### config.mk
export PLATFORM = sky130hd
export DESIGN_NAME = qnigma_sipo_ctrl
export DESIGN_NICKNAME = d
export VERILOG_FILES = /design/src/rtl/qnigma_sipo_ctrl_pkg.sv /design/src/rtl/qnigma_sipo.sv /design/src/rtl/qnigma_sipo_ctrl.sv
export SDC_FILE = /design/constraint.sdc
export NUM_CORES = 1
export LEC_CHECK = 0
export BUFFER_PORTS_ARGS = -buffer_cell sky130_fd_sc_hd__buf_2
export CORE_MARGIN = 5
export CORE_UTILIZATION = 40
export CTS_CLUSTER_DIAMETER = 50
export DETAILED_ROUTE_END_ITERATION = 12
export PLACE_DENSITY = 0.65
export SETUP_SLACK_MARGIN = 0.2
export SYNTH_ARGS = -nofsm -noshare
export SYNTH_HDL_FRONTEND = slang
export SYNTH_SLANG_ARGS = --single-unit
### constraint.sdc
create_clock -name clk -period 1.7 [get_ports clk]
set_input_delay 0.17 -clock clk [delete_from_list [all_inputs] [get_ports clk]]
set_output_delay 0.17 -clock clk [all_outputs]
set_load 0.01 [all_outputs]
### src/rtl/qnigma_sipo_ctrl_pkg.sv
// rtl/qnigma_sipo_ctrl_pkg.sv - shared state type and count-width helper for the SIPO controller
package qnigma_sipo_ctrl_pkg;

  typedef enum logic {FILL, HOLD} state_e;

  function automatic int cnt_w(input int length);
    return $clog2(length + 1);
  endfunction

endpackage

### src/rtl/qnigma_sipo.sv
// rtl/qnigma_sipo.sv - bare serial-in parallel-out shift register with synchronous clear
module qnigma_sipo #(
  parameter int WIDTH  = 8,
  parameter int LENGTH = 8,
  parameter int RIGHT  = 0
) (
  input  logic                          clk_i,
  input  logic                          rst_i,
  input  logic                          shift_i,
  input  logic [WIDTH-1:0]              dat_i,
  output logic [LENGTH-1:0][WIDTH-1:0]  par_o
);

  logic [LENGTH-1:0][WIDTH-1:0] par_q;

  // Clear is synchronous: the controller drives it from rst | handoff,
  // and a combinational handoff term must never reach an async reset pin.
  always_ff @(posedge clk_i) begin
    if (rst_i) begin
      par_q <= '0;
    end else if (shift_i) begin
      if (RIGHT == 0) begin
        par_q <= {par_q[LENGTH-2:0], dat_i};
      end else begin
        par_q <= {dat_i, par_q[LENGTH-1:1]};
      end
    end
  end

  assign par_o = par_q;

endmodule

### src/rtl/qnigma_sipo_ctrl.sv
// rtl/qnigma_sipo_ctrl.sv - FILL/HOLD sequencer around qnigma_sipo; QNIGMA_SIPO_CTRL_FLUSH_EN enables s_last early flush
module qnigma_sipo_ctrl
  import qnigma_sipo_ctrl_pkg::*;
#(
  parameter int  WIDTH  = 8,
  parameter int  LENGTH = 8,
  parameter int  RIGHT  = 0,
  localparam int CW     = cnt_w(LENGTH)
) (
  input  logic                          clk,
  input  logic                          rst,
  input  logic [WIDTH-1:0]              s_dat,
  input  logic                          s_val,
  output logic                          s_rdy,
  input  logic                          s_last,
  output logic [LENGTH-1:0][WIDTH-1:0]  m_dat,
  output logic                          m_val,
  input  logic                          m_rdy,
  output logic [CW-1:0]                 m_cnt,
  output logic                          m_last
);

  state_e         state_q, state_d;
  logic [CW-1:0]  cnt_q, cnt_d;
  logic           last_q, last_d;
  logic           s_rdy_q, m_val_q;

  logic           accept, handoff, clear;
  logic [CW-1:0]  cnt_inc;
  logic           end_word, last_in;

  assign accept  = s_val & s_rdy_q;
  assign handoff = m_val_q & m_rdy;
  assign clear   = rst | handoff;
  assign cnt_inc = (cnt_q == CW'(LENGTH)) ? cnt_q : cnt_q + CW'(1);

`ifdef QNIGMA_SIPO_CTRL_FLUSH_EN
  assign end_word = accept & ((cnt_inc == CW'(LENGTH)) | s_last);
  assign last_in  = s_last;
`else
  logic unused_s_last;
  assign unused_s_last = s_last;
  assign end_word = accept & (cnt_inc == CW'(LENGTH));
  assign last_in  = 1'b0;
`endif

  always_comb begin
    state_d = state_q;
    cnt_d   = cnt_q;
    last_d  = last_q;
    case (state_q)
      FILL: begin
        if (accept) begin
          cnt_d = cnt_inc;
          if (end_word) begin
            state_d = HOLD;
            last_d  = last_in;
          end
        end
      end
      HOLD: begin
        if (m_rdy) begin
          state_d = FILL;
          cnt_d   = '0;
          last_d  = 1'b0;
        end
      end
      default: state_d = FILL;
    endcase
  end

  // Handshake flags are registered from the next state so neither
  // ready nor valid has a combinational path from the opposite side.
  always_ff @(posedge clk or posedge rst) begin
    if (rst) begin
      state_q <= FILL;
      cnt_q   <= '0;
      last_q  <= 1'b0;
      s_rdy_q <= 1'b1;
      m_val_q <= 1'b0;
    end else begin
      state_q <= state_d;
      cnt_q   <= cnt_d;
      last_q  <= last_d;
      s_rdy_q <= (state_d == FILL);
      m_val_q <= (state_d == HOLD);
    end
  end

  qnigma_sipo #(
    .WIDTH  (WIDTH),
    .LENGTH (LENGTH),
    .RIGHT  (RIGHT)
  ) u_sipo (
    .clk_i   (clk),
    .rst_i   (clear),
    .shift_i (accept),
    .dat_i   (s_dat),
    .par_o   (m_dat)
  );

  assign s_rdy  = s_rdy_q;
  assign m_val  = m_val_q;
  assign m_cnt  = m_val_q ? cnt_q : '0;
  assign m_last = m_val_q & last_q;

endmodule

## Word-level counts from Yosys, hierarchy flattened

Index checks and enable logic that the tools add are counted.

- Register bits: 71
- Input bits: 13
- Output and inout port bits: 71
- Word-level logic and storage cells: 40

- Add/sub/neg operators: 1
- Equality and inequality tests: 5
- Multiplexer cells: 13
- Bitwise gates (word level): 7
- Reductions and logical operators: 2

Operators with widths:

| kind | number |
|---|---|
| $mux 4 | 4 |
| $eq 4x4->1 const B | 2 |
| $pmux 4 s2 | 1 |
| $mux 1 | 6 |
| $ne 2x2->1 const B | 3 |
| $add 4x1->4 const B | 1 |
| $and 1x1->1 | 4 |
| $pmux 1 s2 | 2 |
| $reduce_and 3->1 | 1 |
| $not 1->1 | 2 |
| $reduce_and 2->1 | 1 |
| $or 1x1->1 | 1 |

## Depth between registers and ports, before layout

- Word-level depth: 8
- Depth in mapped cells: 5

## Modules after synthesis

A second synthesis with hierarchy kept.

- Cell total of the unflattened synthesis: 248
- Area total of the unflattened synthesis: 2703.8 um^2

By module, submodules not included:

| module | times used | cells each | area each (um^2) | sequential area each (um^2) |
|---|---|---|---|---|
| qnigma_sipo | 1 | 206 | 2290.9 | 1281.2 |
| qnigma_sipo_ctrl | 1 | 42 | 412.9 | 151.4 |

## Worst setup path after synthesis

Ideal clock, no wire load.

- Path kind: reg-to-reg
- Start point: reg cnt_q[0]
- End point: reg s_rdy_q (netlist: s_rdy)
- Arrival: 1.425 ns
- Required time: 1.618 ns
- Setup slack: 0.194 ns
- Stages on the path, launching flop included: 6
- Buffers on the path: 0
- Cell sequence: dfrtp_1 > inv_1 > ha_1 > nor4bb_1 > o21ai_0 > o31a_1

- Longest elaborated chain between the ends: 8

Ends and longest elaborated chain:

| item | line | RTL |
|---|---|---|
| start, declared | qnigma_sipo_ctrl.sv:24 | `logic [CW-1:0] cnt_q, cnt_d;` |
| start signal, assigned | qnigma_sipo_ctrl.sv:83 | `cnt_q <= cnt_d;` |
| $add 4x1->4 / $eq 4x4->1 (equally long branches) | qnigma_sipo_ctrl.sv:35 | `assign cnt_inc = (cnt_q == CW'(LENGTH)) ? cnt_q : cnt_q + CW'(1);` |
| $mux 4 * | qnigma_sipo_ctrl.sv:35 |  |
| $eq 4x4->1 * | qnigma_sipo_ctrl.sv:43 | `assign end_word = accept & (cnt_inc == CW'(LENGTH));` |
| $and 1x1->1 * | qnigma_sipo_ctrl.sv:43 |  |
| $mux 1 * | qnigma_sipo_ctrl.sv:55 | `if (end_word) begin` |
| $mux 1 * | qnigma_sipo_ctrl.sv:53 | `if (accept) begin` |
| $pmux 1 s2 * | qnigma_sipo_ctrl.sv:51 | `case (state_q)` |
| $not 1->1 * | qnigma_sipo_ctrl.sv:85 | `s_rdy_q <= (state_d == FILL);` |
| end signal, assigned | qnigma_sipo_ctrl.sv:85 |  |
| end, declared | qnigma_sipo_ctrl.sv:26 | `logic s_rdy_q, m_val_q;` |

Mark *: on every way between the ends. The rest lies on a longest branch, timed or not.
A chain may end at the register's enable or synchronous reset.

## Worst setup path in the final report

Ends and elaborated chain as after synthesis.

==> impl_metrics.py <==
metrics = {
    "timing": {
        "finalHoldViolCount": 0,
        "timing.final.crit_period_ns": 1.47,
        "period_share_pct": 86.6,
        "tns_ns": 0,
        "rsz0062_at_grt": "yes",
        "setup_viol": 0,
        "clock_skew_ns": 0.00333,
        "drv_slew": 0,
        "fin_hold_ws_ns": 0.0736,
        "fmax_mhz": 680,
    },
    "clocking": {
        "path_clk_slew_ns": 0.07,
        "cts-buffers-inserted": 9,
        "clkLatencyLatePin_ns": 0.33,
        "clock_path_buffers": 2,
        "cts_tree": "built",
        "cts.sinks": 70,
        "htree_levels": 3,
        "cts-root-buf": "clkbuf_8",
    },
    "min_path": {
        "hold_end": "u_sipo.par_o[4]",
        "worstHoldStart": "s_dat[4]",
        "hold_depth": 3,
        "min_path_type": "input pin to flip-flop",
    },
    "finish": {
        "fin_nets": 416,
        "fillCellCount": 645,
        "drive_above_1_share_pct": 28.6,
        "multi_input_area_sq_um": 1090,
        "seq_area_sq_um": 1430,
        "antenna_cells": 0,
        "area_growth_pct": 28.6,
    },
    "power_and_ir_drop": {
        "pwr-share-clk_pct": 29.2,
        "p_comb_share_pct": 26.7,
        "p_seq_share_pct": 44.1,
        "p_int_mw": 2.99,
        "p_per_area_nw_per_um2": 1320,
        "switching_share_pct": 32.3,
        "power_leakage_nw": 1.44,
        "ir_drop_mv": 1.22,
        "p_sw_mw": 1.43,
    },
    "critical_path": {
        "r2r_end": "s_rdy",
        "critPathLaunchType": "flip-flop",
        "reg2reg_from": "cnt_q[0]",
        "crit_cells": 5,
        "cp_data_required_time_ns": 1.96,
        "r2r_slack_ns": 0.23,
        "end_kind": "flip-flop",
        "cp_slowest_cell": "dfrtp_1",
        "critPathMaxStageDelay_ns": 0.39,
        "crit_path_max_fanout": 7,
        "r2r_cells": 5,
        "path_class": "flip-flop to flip-flop",
        "arrival_ns": 1.73,
        "crit_path_cell_trace": "buf_4 -> ha_1 -> a211oi_2 -> a211oi_1 -> o31a_1",
        "path_delay_family": "compound AO/OA/AOI/OAI gates",
        "crit_buf_inv": 1,
    },
    "place": {
        "place.gp.congestion": 0.873,
        "portBuffers": 81,
        "place_hpwl_microns": 4290,
    },
    "routing": {
        "via_count": 2379,
        "drc": 0,
        "final_antenna_net_count": 0,
        "wl_per_cell_microns": 13.2,
        "wl_microns": 6380,
        "via_per_inst": 4.94,
        "initialDrtViolationCount": 146,
        "drt_first_pass_iters": 4,
    },
    "floorplanning": {
        "core_sq_um": 6350,
        "io_pins": 84,
        "die_height_microns": 90.6,
        "initial_core_util_pct": 40.9,
        "fp-row-count": 29,
        "dieWidth_microns": 90.6,
        "die-area_sq_um": 8210,
    },
    "synthesis": {
        "synth_seq_cells": 70,
        "syn_nets": 338,
        "synth_cell_types": 34,
        "yosys_warnings": 0,
        "synth-edff-count": 0,
        "ys_seq_area_share_pct": 55.2,
        "postSynthCellCount": 323,
        "syn_area_sq_um": 2600,
        "synthArstFlopShare_pct": 8.57,
        "synthFlopType": "dfxtp_1",
        "synth.avg_cell_area_sq_um": 8.04,
    },
    "grt": {
        "grt_first_pass_wirelength_microns": 10800,
        "gr-total-overflow": 0,
        "grt_util_met2_pct": 24.3,
        "grt_util_met3_pct": 4.42,
        "grt_usage_pct": 15.9,
        "use_met1_pct": 20.2,
        "grt_pass1_vias": 2284,
        "antenna_found_initial": 0,
        "grt.busiest_layer": "met2",
        "grt_max_degree": 68,
    },
    "run_status": {
        "status": "finished clean",
    },
    "flow_run": {
        "cap_violations": 0,
    },
}
[area by class of cell]
cell class / instances / share of cell area, %
multi-input combinational: 228 / 32.7
clock buffer: 11 / 4.23
clock inverter: 4 / 1.39
sequential: 70 / 42.9
inverter: 3 / 0.337
tap: 77 / 2.88
timing repair buffer: 89 / 15.5
[cell families (layout without fill, tap and decap cells)]
kind of cell,Yosys count,in the layout,share of synthesized area [%]
other cells,1,1,0.144
flops,70,70,55.2
xor+xnor,1,1,0.337
compound gates,78,78,16.2
fa+ha+maj,2,2,0.963
buf+inv,25,107,4.43
simple gates,146,146,22.8
[registers in the layout, indices dropped and copies added (netlist names)]
signal / cells
u_sipo.par_o: 64
m_val: 1
s_rdy: 1
cnt_q: 4
[per-layer routing]
| metal | part of all wire (%) | vias to the layer above |
|---|---|---|
| met4 | 2.2 | 0 |
| met5 | 0 | - |
| met3 | 5.3 | 12 |
| met1 | 46 | 1094 |
| li1 | - | 1206 |
| met2 | 46 | 67 |
[cell usage in the layout (no fill, tap or decap), types with 2 or more instances in the layout]
master / netlist / final
clkbuf_8: 0 / 10
nand2_2: 0 / 2
clkinv_2: 0 / 2
buf_12: 0 / 4
a21oi_1: 65 / 65
and2_1: 4 / 3
nand2_1: 132 / 130
buf_2: 8 / 81
dfrtp_1: 5 / 4
dfxtp_1: 64 / 64
inv_2: 0 / 2
buf_4: 1 / 3
o21ai_0: 4 / 3
[stage by stage]
step | instances | power (mW) | utilization [%] | worst slack, ns | instance area, sq um
floorplan | 323 | 2.62 | - | 0.211 | 2600
global placement | 464 | 2.95 | 48.7 | 0.208 | 3090
detailed placement | 464 | 2.98 | 48.7 | 0.182 | 3090
finish | 482 | 4.41 | 52.6 | 0.228 | 3340
global route | 482 | 4.64 | 52.6 | 0.181 | 3340
CTS | 482 | 4.31 | 52.0 | 0.213 | 3300
[cell usage after synthesis (2+ instances only)]
library cell    n  area (sq um)
a211oi_1        2          15.0
a21oi_1        65           325
and2_1          4          25.0
buf_1           2          7.51
buf_2           8          40.0
clkbuf_1       10          37.5
dfrtp_1         5           125
dfxtp_1        64          1280
ha_1            2          25.0
inv_1           3          11.3
nand2_1       132           495
o21ai_0         4          20.0
[what timing repair did]
item / in CTS / in global routing
endpoints found under the hold margin: 5 / 0
pin swaps: 0 / 3
hold buffers: 1 / 0
gates resized for setup: 0 / 9
buffers inserted: 2 / 0
setup endpoints to repair: 2 / 3
[how the worst max path moves through the flow]
stage / startpoint / end / slack (ns)
finish: cnt_q[0] / s_rdy / 0.23
global route: cnt_q[0] / s_rdy / 0.18
CTS: cnt_q[0] / s_rdy / 0.21
detailed placement: cnt_q[1] / s_rdy / 0.18
global placement: cnt_q[1] / s_rdy / 0.21
floorplan: cnt_q[0] / s_rdy / 0.21
[worst reg2reg max path: cells and delay by family, from the launching register on]
kind	cells	cell delay [ns]
AOI/OAI and AO/OA	3	0.60
adders and majority gates	1	0.25
buffers and inverters	1	0.17
DFF	1	0.39
[power groups by stage]
stage / registers, mW / clock network, mW / logic (mW)
3_5_place_dp: 1.97 / 0 / 1.01
2_1_floorplan: 1.97 / 0 / 0.655
5_1_grt: 1.97 / 1.38 / 1.29
3_3_place_gp: 1.96 / 0 / 0.989
4_1_cts: 1.93 / 1.32 / 1.06
6_report: 1.95 / 1.29 / 1.18
No activity file was read; power rests on OpenSTA's default activity.
